<file path="config.mk">
export PLATFORM = sky130hd
export DESIGN_NAME = blake2_msg_feeder
export DESIGN_NICKNAME = d
export VERILOG_FILES = /design/src/rtl/blake2_msg_feeder.sv
export SDC_FILE = /design/constraint.sdc
export NUM_CORES = 1
export LEC_CHECK = 0
export ABC_CLOCK_PERIOD_IN_PS = 5800
export CAP_MARGIN = 25
export CORE_MARGIN = 2
export CORE_UTILIZATION = 42
export CTS_BUF_LIST = sky130_fd_sc_hd__clkbuf_16
export CTS_CLUSTER_SIZE = 12
export DETAILED_ROUTE_END_ITERATION = 10
export PLACE_DENSITY_LB_ADDON = 0.2
export SYNTH_ARGS = -nofsm -noshare
export SYNTH_HDL_FRONTEND = slang
export SYNTH_SLANG_ARGS = --single-unit
</file>
<file path="constraint.sdc">
create_clock -name clk -period 5.8 [get_ports clk]
set_input_delay 1.16 -clock clk [delete_from_list [all_inputs] [get_ports clk]]
set_output_delay 1.16 -clock clk [all_outputs]
set_load 0.01 [all_outputs]
</file>
<file path="src/rtl/blake2_msg_feeder.sv">
// blake2_msg_feeder: slices one keyed/unkeyed job into zero-padded 64-byte
// blocks for the blake2 core, then re-emits the nn-byte digest stream.
module blake2_msg_feeder #(
  parameter int LL_W = 64,
  parameter int KK_W = 6
) (
  input  logic            clk,
  input  logic            nreset,
  input  logic            cfg_v_i,
  output logic            cfg_ready_o,
  input  logic [KK_W-1:0] cfg_kk_i,
  input  logic [KK_W-1:0] cfg_nn_i,
  input  logic [LL_W-1:0] cfg_ll_i,
  input  logic            s_v_i,
  input  logic [7:0]      s_data_i,
  output logic            s_ready_o,
  output logic [KK_W-1:0] core_kk_o,
  output logic [KK_W-1:0] core_nn_o,
  output logic [127:0]    core_ll_o,
  output logic            core_block_first_o,
  output logic            core_block_last_o,
  output logic            core_data_v_o,
  output logic [5:0]      core_data_idx_o,
  output logic [7:0]      core_data_o,
  input  logic            core_ready_v_i,
  input  logic            core_h_v_i,
  input  logic [7:0]      core_h_i,
  output logic            res_v_o,
  output logic [7:0]      res_data_o,
  output logic            res_last_o
);
  // block count needs ceil(ll/64) plus one key block
  localparam int BW = LL_W - 4;

  typedef enum logic [1:0] {IDLE, FEED, WAIT_H, OUT} state_t;

  state_t          state, state_nx;
  logic [KK_W-1:0] kk_r, nn_r, out_cnt;
  logic [127:0]    ll_tot;
  logic [LL_W-1:0] msg_left;
  logic [BW-1:0]   blocks_left, cfg_blocks;
  logic            first_flag;
  logic [5:0]      byte_idx;
  logic            key_ph, strm_slot, last_blk, h_take;

  assign cfg_blocks = BW'(cfg_ll_i[LL_W-1:6]) + BW'(|cfg_ll_i[5:0]) + BW'(cfg_kk_i != '0);
  // key block: only the first kk slots come from the stream
  assign key_ph     = first_flag & (kk_r != '0);
  assign strm_slot  = key_ph ? (32'(byte_idx) < 32'(kk_r)) : (msg_left != '0);
  assign last_blk   = (blocks_left == BW'(1));
  assign h_take     = (state == OUT) & core_h_v_i;

  assign core_kk_o          = kk_r;
  assign core_nn_o          = nn_r;
  assign core_ll_o          = ll_tot;
  assign core_block_first_o = (state == FEED) & first_flag;
  assign core_block_last_o  = (state == FEED) & last_blk;
  assign core_data_idx_o    = (state == FEED) ? byte_idx : 6'd0;

  // state register
  always_ff @(posedge clk or negedge nreset) begin
    if (!nreset) state <= IDLE;
    else         state <= state_nx;
  end

  // next state and byte-slot handshakes
  always_comb begin
    state_nx      = state;
    cfg_ready_o   = 1'b0;
    s_ready_o     = 1'b0;
    core_data_v_o = 1'b0;
    core_data_o   = 8'd0;
    case (state)
      IDLE: begin
        cfg_ready_o = 1'b1;
        if (cfg_v_i) state_nx = FEED;
      end
      FEED: begin
        if (strm_slot) begin
          s_ready_o     = core_ready_v_i;
          core_data_v_o = s_v_i & core_ready_v_i;
          core_data_o   = s_data_i;
        end else begin
          core_data_v_o = core_ready_v_i;
        end
        if (core_data_v_o && byte_idx == 6'd63 && last_blk) state_nx = WAIT_H;
      end
      // core announces the digest one cycle early; that cycle is dropped
      WAIT_H: if (core_h_v_i) state_nx = OUT;
      OUT:    if (core_h_v_i && out_cnt == nn_r - KK_W'(1)) state_nx = IDLE;
      default: state_nx = IDLE;
    endcase
  end

  // job config, block/byte counters and digest counter
  always_ff @(posedge clk or negedge nreset) begin
    if (!nreset) begin
      kk_r        <= '0;
      nn_r        <= '0;
      ll_tot      <= '0;
      msg_left    <= '0;
      blocks_left <= '0;
      first_flag  <= 1'b0;
      byte_idx    <= '0;
      out_cnt     <= '0;
    end else begin
      case (state)
        IDLE: if (cfg_v_i) begin
          kk_r        <= cfg_kk_i;
          nn_r        <= cfg_nn_i;
          ll_tot      <= {{(128-LL_W){1'b0}}, cfg_ll_i} + ((cfg_kk_i != '0) ? 128'd64 : 128'd0);
          msg_left    <= cfg_ll_i;
          blocks_left <= (cfg_blocks == '0) ? BW'(1) : cfg_blocks;
          first_flag  <= 1'b1;
          byte_idx    <= '0;
        end
        FEED: if (core_data_v_o) begin
          byte_idx <= byte_idx + 6'd1;
          if (strm_slot && !key_ph) msg_left <= msg_left - LL_W'(1);
          if (byte_idx == 6'd63) begin
            first_flag  <= 1'b0;
            blocks_left <= blocks_left - BW'(1);
          end
        end
        WAIT_H: if (core_h_v_i) out_cnt <= '0;
        OUT:    if (core_h_v_i) out_cnt <= out_cnt + KK_W'(1);
        default: ;
      endcase
    end
  end

  // digest byte output, one cycle behind the core
  always_ff @(posedge clk or negedge nreset) begin
    if (!nreset) begin
      res_v_o    <= 1'b0;
      res_data_o <= 8'd0;
      res_last_o <= 1'b0;
    end else begin
      res_v_o    <= h_take;
      res_data_o <= h_take ? core_h_i : 8'd0;
      res_last_o <= h_take & (out_cnt == nn_r - KK_W'(1));
    end
  end
endmodule
</file>
# --- Yosys cells after proc, flatten, opt, wreduce, memory -nomap -nowiden ---
# Cells that the tools add are included.
totals:
  word_cells: 96
  inputBits: 98
  out_inout_bits: 169
  regBits: 289
op_classes:
  reduce_logical: 19
  add_sub_neg: 8
  eq_ne: 14
  n_mux: 36
  magnitude_cmp: 1
  n_bitwise: 6
op_table:
  columns: ["operator", "count"]
  rows:
  - ["$mux W60", 4]
  - ["$mux W64", 3]
  - ["$pmux W64 S2", 1]
  - ["$pmux W60 S2", 1]
  - ["$add A64 B7 Y65", 1]
  - ["$reduce_bool A64 Y1", 1]
  - ["$sub A64 B1 Y64 const B", 1]
  - ["$add A59 B1 Y60", 1]
  - ["$eq A60 B1 Y1 const B", 1]
  - ["$logic_not A60 Y1", 1]
  - ["$sub A60 B1 Y60 const B", 1]
  - ["$add A58 B1 Y59", 1]
  - ["$mux W6", 5]
  - ["$mux W8", 3]
  - ["$pmux W6 S2", 2]
  - ["$add A6 B1 Y6 const B", 2]
  - ["$reduce_and A4 Y1", 3]
  - ["$reduce_bool A6 Y1", 2]
  - ["$mux W1", 10]
  - ["$mux W2", 4]
  - ["$ne A2 B1 Y1 const B", 4]
  - ["$ne A2 B2 Y1 const B", 4]
  - ["$pmux W2 S4", 1]
  - ["$mux W7", 1]
  - ["other kinds (15)", 26]

# --- Depth between registers and ports, before layout ---
# Gate-level depths: netlist (run 1).
logic_depth:
  word_depth: 9
  depth_mapped: 14

# --- Worst setup path before layout (run 1) ---
# Ideal clock, no wire load.
synth_timing:
  path_kind: "input port to flip-flop"
  from: "input cfg_kk_i[3]"
  to: "register blocks_left[0]"
  t_arrival_ns: 4.497
  path_slack_ns: 1.237
  required_time_ns: 5.735
  setup_time_ns: 0.065
  cell_stages: 14
  cell_sequence: "nor4_1 nand2_1 fa_1 ha_1 nand2_1 nor4_2 clkbuf_1 nand2_1 xor2_1 nand4_1 or4_1 or4_1 o41ai_1 o211a_1"
synth_between:
  elab_chain_cells: 6
synth_lines:
  columns: ["item", "line", "source"]
  rows:
  - ["start: declaration", "11", "input logic [KK_W-1:0] cfg_kk_i,"]
  - ["$reduce_bool A6 Y1 (*)", "46", "assign cfg_blocks = BW'(cfg_ll_i[LL_W-1:6]) + BW'(|cfg_ll_i[5:0]) + BW'(cfg_kk_i != '0);"]
  - ["$add A59 B1 Y60 (*)", "46", null]
  - ["$logic_not A60 Y1", "113", "blocks_left <= (cfg_blocks == '0) ? BW'(1) : cfg_blocks;"]
  - ["$mux W60 (*)", "113", null]
  - ["$mux W60 (*)", "108", "IDLE: if (cfg_v_i) begin"]
  - ["$pmux W60 S2 (*)", "107", "case (state)"]
  - ["end signal: assignment", "113", null]
  - ["end signal: assignment", "122", "blocks_left <= blocks_left - BW'(1);"]
  - ["end: declaration", "41", "logic [BW-1:0] blocks_left, cfg_blocks;"]
# Every way passes the cells marked *; elsewhere a longest branch is shown, timed or not. The select of a mux whose other input is x is not followed.
# A chain may end at the register's enable or synchronous reset.

# --- Worst setup path in the final report (run 1) ---
layout_timing:
  from: "register msg_left[0]"
  to: "output core_data_v_o"
layout_between:
  elab_chain_cells: 5
layout_lines:
  columns: ["item", "line", "source"]
  rows:
  - ["start: declaration", "40", "logic [LL_W-1:0] msg_left;"]
  - ["start signal: assignment", "112", "msg_left <= cfg_ll_i;"]
  - ["start signal: assignment", "119", "if (strm_slot && !key_ph) msg_left <= msg_left - LL_W'(1);"]
  - ["$reduce_bool A64 Y1", "49", "assign strm_slot = key_ph ? (32'(byte_idx) < 32'(kk_r)) : (msg_left != '0);"]
  - ["$mux W1", "49", null]
  - ["$mux W1", "79", "if (strm_slot) begin"]
  - ["$mux W1 (2 in a row)", "73", "case (state)"]
  - ["end: declaration", "22", "output logic core_data_v_o,"]
# No other way between the ends. The select of a mux whose other input is x is not followed.

==> results of run 1 <==
==> path summary, 6_finish.rpt <==
| path | start | end | slack [ns] |
|---|---|---|---|
| max in group asynchronous | nreset | out_cnt[3]$_DFFE_PN0P_ | 3.96 |
| min in group asynchronous | nreset | core_ll_o[21]$_DFFE_PN0P_ | 0.60 |
| min reg2reg | core_ll_o[8]$_DFFE_PN0P_ | core_ll_o[8]$_DFFE_PN0P_ | 0.48 |
| min | core_ll_o[8]$_DFFE_PN0P_ | core_ll_o[8]$_DFFE_PN0P_ | 0.48 |
| max reg2reg | msg_left[0]$_DFFE_PN0P_ | msg_left[43]$_DFFE_PN0P_ | 1.43 |
| max | msg_left[0]$_DFFE_PN0P_ | core_data_v_o | 0.62 |
==> stage by stage <==
step                worst slack, ns  area (sq um)  cells
floorplan                      1.24         15400   1881
global placement              0.328         17400   2414
detailed placement            0.188         17400   2414
CTS                           0.336         18300   2463
global route                  0.253         18400   2466
finish                        0.622         18400   2466
==> cell families after synthesis <==
| logic type | after synthesis |
|---|---|
| AO/OA/AOI/OAI | 411 |
| buffers and inverters | 212 |
| multiplexers | 25 |
| XOR/XNOR | 172 |
| adder cells (fa/ha/maj) | 19 |
| flip-flops | 226 |
| other | 1 |
| AND/OR/NAND/NOR | 753 |
==> cell type report <==
cell class              count  area [sq um]  share of cell area (%)
multi-input cells        1443          8660                    47.2
flip-flops and latches    226          5660                    30.8
repair buffers            261          2490                    13.6
clock buffers              27           676                    3.68
well taps                 461           577                    3.14
clock inverters            22           210                    1.14
inverters                  26          97.6                   0.531
==> sequential cells by signal, summed over array words and instances (netlist names) <==
signal / count
state: 2
res_data_o: 8
res_last_o: 1
blocks_left: 60
core_nn_o: 6
core_kk_o: 6
res_v_o: 1
msg_left: 64
core_ll_o: 65
byte_idx: 6
out_cnt: 6
first_flag: 1
==> cell usage in the layout, fill, tap and decap left out, types with 27 or more instances in the layout <==
master,netlist,final
dfrtp_1,226,226
clkdlybuf4s50_1,0,202
nand2_1,190,189
o21ai_0,146,146
nor2_1,142,141
a21oi_1,89,89
nand3_1,86,86
xor2_1,86,86
xnor2_1,86,86
nor3_1,78,78
conb_1,1,63
o22ai_1,61,61
buf_4,65,56
nand4_1,54,54
nor4_1,41,41
and3_1,33,33
inv_1,26,28
clkbuf_16,0,27
==> worst max-delay path: stages, from the launching register on <==
cell             delay, ns
dfrtp_1               0.45
inv_1                 0.09
ha_1                  0.16
or4b_1                0.56
nor4_1                0.44
nand4b_1              0.34
nor4_4                0.36
nor3_1                0.15
nor3_1                0.28
clkdlybuf4s50_1       0.64
==> metal layers <==
layer	global-route usage, %	up-vias
met5	0	-
met4	7.94	0
met3	6.09	96
met2	42.5	789
met1	39.3	7014
li1	-	6791
==> power by group through the flow <==
stage	Combinational [uW]	Sequential, uW	Clock, uW
4_1_cts	3860	3010	1760
5_1_grt	4280	3130	1830
2_1_floorplan	2380	2980	0
3_5_place_dp	3840	3030	0
6_report	3900	3020	1740
3_3_place_gp	3780	3000	0
==> flow_summary.yaml, run 1 <==
floorplan:
  die_y_microns: 194
  die_w_microns: 194
  io-pin-count: 267
  row_count: 69
  start_util_pct: 42.6
  die-area_sq_um: 37500
  core-area_sq_um: 35500
sta:
  hold_slack_ns: 0.477
  finalSetupTns_ns: 0
  finalHoldViolations: 0
  min_period_over_period_pct: 89.3
  tightest_slew_ns: 0.897
  fmax_mhz: 193
  slew_headroom_pct: 40.2
  rsz0062_at_grt: "no"
  setup_viol: 0
  slew_viol_final: 0
  skew_ns: 0.0192
  fin_crit_ns: 5.18
routing:
  top_layer_used: "met4"
  drt-initial-drc-count: 1496
  drt-total-wl_microns: 53300
  routedWlPerCell_microns: 21.6
  dr.pass1.iters: 6
  wl_met2_microns: 23200
  ant_nets: 0
  drc: 0
  routed_via_density: 5.96
  wl_met1_microns: 23200
  met3_length_microns: 5520
  vias: 14700
min_path:
  whs_path_depth: 2
  hp-class: "flip-flop to flip-flop"
synth:
  synth_flop_cell: "dfrtp_1"
  synth-async-reset-ratio_pct: 100
  synth_compound_area_share_pct: 16.8
  synth_most_common_cell: "dfrtp_1"
  syn_area_sq_um: 15100
  yosysTopAreaCellShare_pct: 37.4
  ys_top_cells_by_area: "dfrtp_1 37%, xnor2_1 5.0%, xor2_1 5.0%"
  synthMuxAreaShare_pct: 1.83
  ys_types: 75
  synthAdderAreaFrac_pct: 1.62
  synth-edff-count: 0
  netlist_top_cells_count: "226 x dfrtp_1, 190 x nand2_1, 146 x o21ai_0"
  synth_simple_gate_area_share_pct: 25.3
  yosysWarnings: 0
  synth_seq_cells: 226
  syn_inst: 1819
  seq_area_frac_synth_pct: 37.4
  synth_xor_area_share_pct: 9.96
  syn_area_per_cell_sq_um: 8.31
  yosysTopAreaCell: "dfrtp_1"
  synth_top_family_by_area: "simple AND/OR/NAND/NOR gates"
global_route:
  overflow: 0
  grtUsageTotal_pct: 27.7
  grt_max_degree: 88
  grt_pass1_wl_microns: 83100
  antenna_found_initial: 1
  grt_pass1_vias: 14000
power:
  intPower_uw: 5090
  seqPwrFrac_pct: 34.9
  switching_share_pct: 41.3
  vdd_drop_max_mv: 0.314
  clkPwrFrac_pct: 20.1
  powerDensity_nw_per_um2: 472
  pwr-share-comb_pct: 45.0
  power.total_uw: 8670
  cellLeakagePower_uw: 0.00702
  switching_power_uw: 3580
cells_and_area:
  area_growth_pct: 21.5
  nFillCells: 3381
  layout.nets: 2102
  utilization_pct: 51.8
  diodes: 0
  drive_gt1_share_pct: 7.83
placement:
  dp_hpwl_microns: 39300
  globalplace.congestion: 0.965
  port_buffers: 203
worst_setup_path:
  critPathKind: "flip-flop to primary output"
  cp_data_arrival_time_ns: 4.02
  reg2reg_depth: 12
  startpoint_type: "flip-flop"
  cp_max_fo: 6
  required_ns: 4.64
  cp-end-kind: "primary output"
clock_tree:
  htree_num_levels: 1
  root_buffer: "clkbuf_16"
  postCtsHoldBufs: 0
  path_clk_slew_ns: 0.06
  clock_sinks: 226
  post_cts_resized: 0
  numCtsBuffers: 27
  cts_setup_buffers: 0
  cts_buffer_depth: 3
  cts_tree: "done"
  insertion_delay_ns: 0.55
outcome:
  status: "finished, final reports clean"
job:
  maxCapViolations: 0
Note: power is estimated with default switching activity, not from simulation.
==> run 2: changes to the inputs <==
Settings changed: ABC_CLOCK_PERIOD_IN_PS 5800 to 6300.
Clock period 5.8 ns to 6.3 ns, I/O delays scaled along.
==> run 2 against run 1 <==
Cell area is 1.4% lower. Count of clock-buffer cells in the layout stayed put. Via count is 0.87% lower. Combinational power is 9.0% lower. Worst hold slack better by 0.0014 ns. Routed wire length is 0.66% lower. Die area stayed put. Global-route usage is 0.23 points lower. Sequential power is 7.9% lower. Register-to-register slack better by 0.39 ns. Largest cell class unchanged.
==> flow_summary.yaml, run 2 (same netlist as run 1, synthesis figures left out) <==
power:
  switching_power_uw: 3280
  powerDensity_nw_per_um2: 434
  switching_share_pct: 41.7
  intPower_uw: 4580
  seqPwrFrac_pct: 35.4
  vdd_drop_max_mv: 0.231
  pwr-share-comb_pct: 45.1
  clkPwrFrac_pct: 19.5
  cellLeakagePower_uw: 0.00687
placement:
  dp_hpwl_microns: 38600
  globalplace.congestion: 0.952
  place_area_sq_um: 17300
  dp_cells: 2387
  port_buffers: 203
worst_setup_path:
  startpoint_type: "flip-flop"
  cp_max_fo: 6
  cp-end-kind: "primary output"
  cp_data_arrival_time_ns: 4.46
  critPathKind: "flip-flop to primary output"
  required_ns: 5.04
routing:
  routedWlPerCell_microns: 21.7
  ant_nets: 0
  dr.pass1.iters: 7
  vias: 14600
  drt-total-wl_microns: 53000
  drt-initial-drc-count: 1444
  routed_via_density: 5.98
  drc: 0
clock_tree:
  insertion_delay_ns: 0.57
  cts_setup_buffers: 0
  clock_sinks: 226
  root_buffer: "clkbuf_16"
  cts_tree: "done"
  htree_num_levels: 1
  path_clk_slew_ns: 0.06
  cts_buffer_depth: 3
  numCtsBuffers: 27
  post_cts_resized: 0
  postCtsHoldBufs: 0
global_route:
  grt_pass1_vias: 14100
  grt_max_degree: 132
  overflow: 0
  grtUsageTotal_pct: 27.5
  grt_pass1_wl_microns: 82000
  antenna_found_initial: 0
cells_and_area:
  instances_no_fill: 2437
  final_area_sq_um: 18100
  drive_gt1_share_pct: 6.48
  multiInputGateArea_sq_um: 8660
  mostFrequentLayoutCells: "226 x dfrtp_1, 202 x clkdlybuf4s50_1, 189 x nand2_1"
  layout_commonest_cell: "dfrtp_1"
  nFillCells: 3392
  seq_area_sq_um: 5660
  area_growth_pct: 19.9
  largest_reg_flops: 65
  layout.nets: 2073
  diodes: 0
floorplan:
  die_w_microns: 194
  core-area_sq_um: 35500
  start_util_pct: 42.6
  die_y_microns: 194
  io-pin-count: 267
  row_count: 69
  die-area_sq_um: 37500
sta:
  rsz0062_at_grt: "no"
  setup_viol: 0
  skew_ns: 0.0230
  finalHoldViolations: 0
  min_period_over_period_pct: 90.8
  slew_viol_final: 0
  tightest_slew_ns: 0.982
  fin_crit_ns: 5.72
  fmax_mhz: 175
  finalSetupTns_ns: 0
  slew_headroom_pct: 34.4
outcome:
  status: "finished, final reports clean"
min_path:
  hp-class: "flip-flop to flip-flop"
job:
  maxCapViolations: 0
[run 2: cell types whose count changed in the layout (fill, tap and decap cells not counted), moves of 2 or more]
cell	before	now
buf_4	56	26
buf_12	0	2
bufinv_16	4	2
clkinv_2	5	7
[run 2: layout make-up]
class,count,area share (%)
flip-flops and latches,226,31.2
well taps,461,3.18
repair buffers,232,12.6
clock buffers,27,3.73
inverters,26,0.539
clock inverters,22,0.953
multi-input cells,1443,47.8
[run 2: worst paths after layout]
| kind | slack (ns) | cells past startpoint | from | endpoint |
|---|---|---|---|---|
| max reg2reg | 1.82 | 12 | msg_left[0]$_DFFE_PN0P_ | blocks_left[0]$_DFFE_PN0P_ |
| min reg2reg | 0.48 | 2 | core_ll_o[13]$_DFFE_PN0P_ | core_ll_o[13]$_DFFE_PN0P_ |
| min in group asynchronous | 0.66 | 1 | nreset | core_ll_o[23]$_DFFE_PN0P_ |
| max in group asynchronous | 4.40 | 2 | nreset | out_cnt[3]$_DFFE_PN0P_ |
| max | 0.58 | 9 | msg_left[0]$_DFFE_PN0P_ | core_data_v_o |
| min | 0.48 | 2 | core_ll_o[13]$_DFFE_PN0P_ | core_ll_o[13]$_DFFE_PN0P_ |
[run 2: critical path, stage by stage (launching register included)]
cell and delay [ns]:
dfrtp_1 0.44, inv_1 0.08, ha_1 0.16, or4b_1 0.57, nor4_1 0.57, nand4b_1 0.34, nor4_4 0.51, nor3_1 0.25
nor3_1 0.33, clkdlybuf4s50_1 0.63
[run 2: layer usage]
layer  track usage [%]  share of wire, %  vias to the layer above
met2              41.6                44                      733
met3              6.68                10                      118
met5                 0                 0                        -
met4              9.75               3.4                        0
met1              38.3                43                     6961
li1                  -                 -                     6750
[run 2: power by group through the flow]
stage          Sequential [uW]  Combinational, uW  Clock [uW]
2_1_floorplan             2740               2190           0
3_3_place_gp              2760               3480           0
3_5_place_dp              2780               3520           0
4_1_cts                   2770               3540        1560
5_1_grt                   2880               3910        1630
6_report                  2780               3550        1530
[run 2: metrics by stage]
step	hold slack [ns]	total power [uW]	utilization (%)	setup WS (ns)
2_1_floorplan	0.465	4930	-	1.64
3_3_place_gp	0.460	6240	48.7	0.773
3_5_place_dp	0.470	6310	48.7	0.564
4_1_cts	0.484	7870	51.1	0.662
5_1_grt	0.511	8410	51.1	0.358
6_report	0.478	7860	51.1	0.578
==> run 3: changes to the inputs <==
Settings changed: SETUP_SLACK_MARGIN set to 0.3.
==> results of run 3 <==
Same layout as run 2: the final DEF is identical, and so are final timing and power.
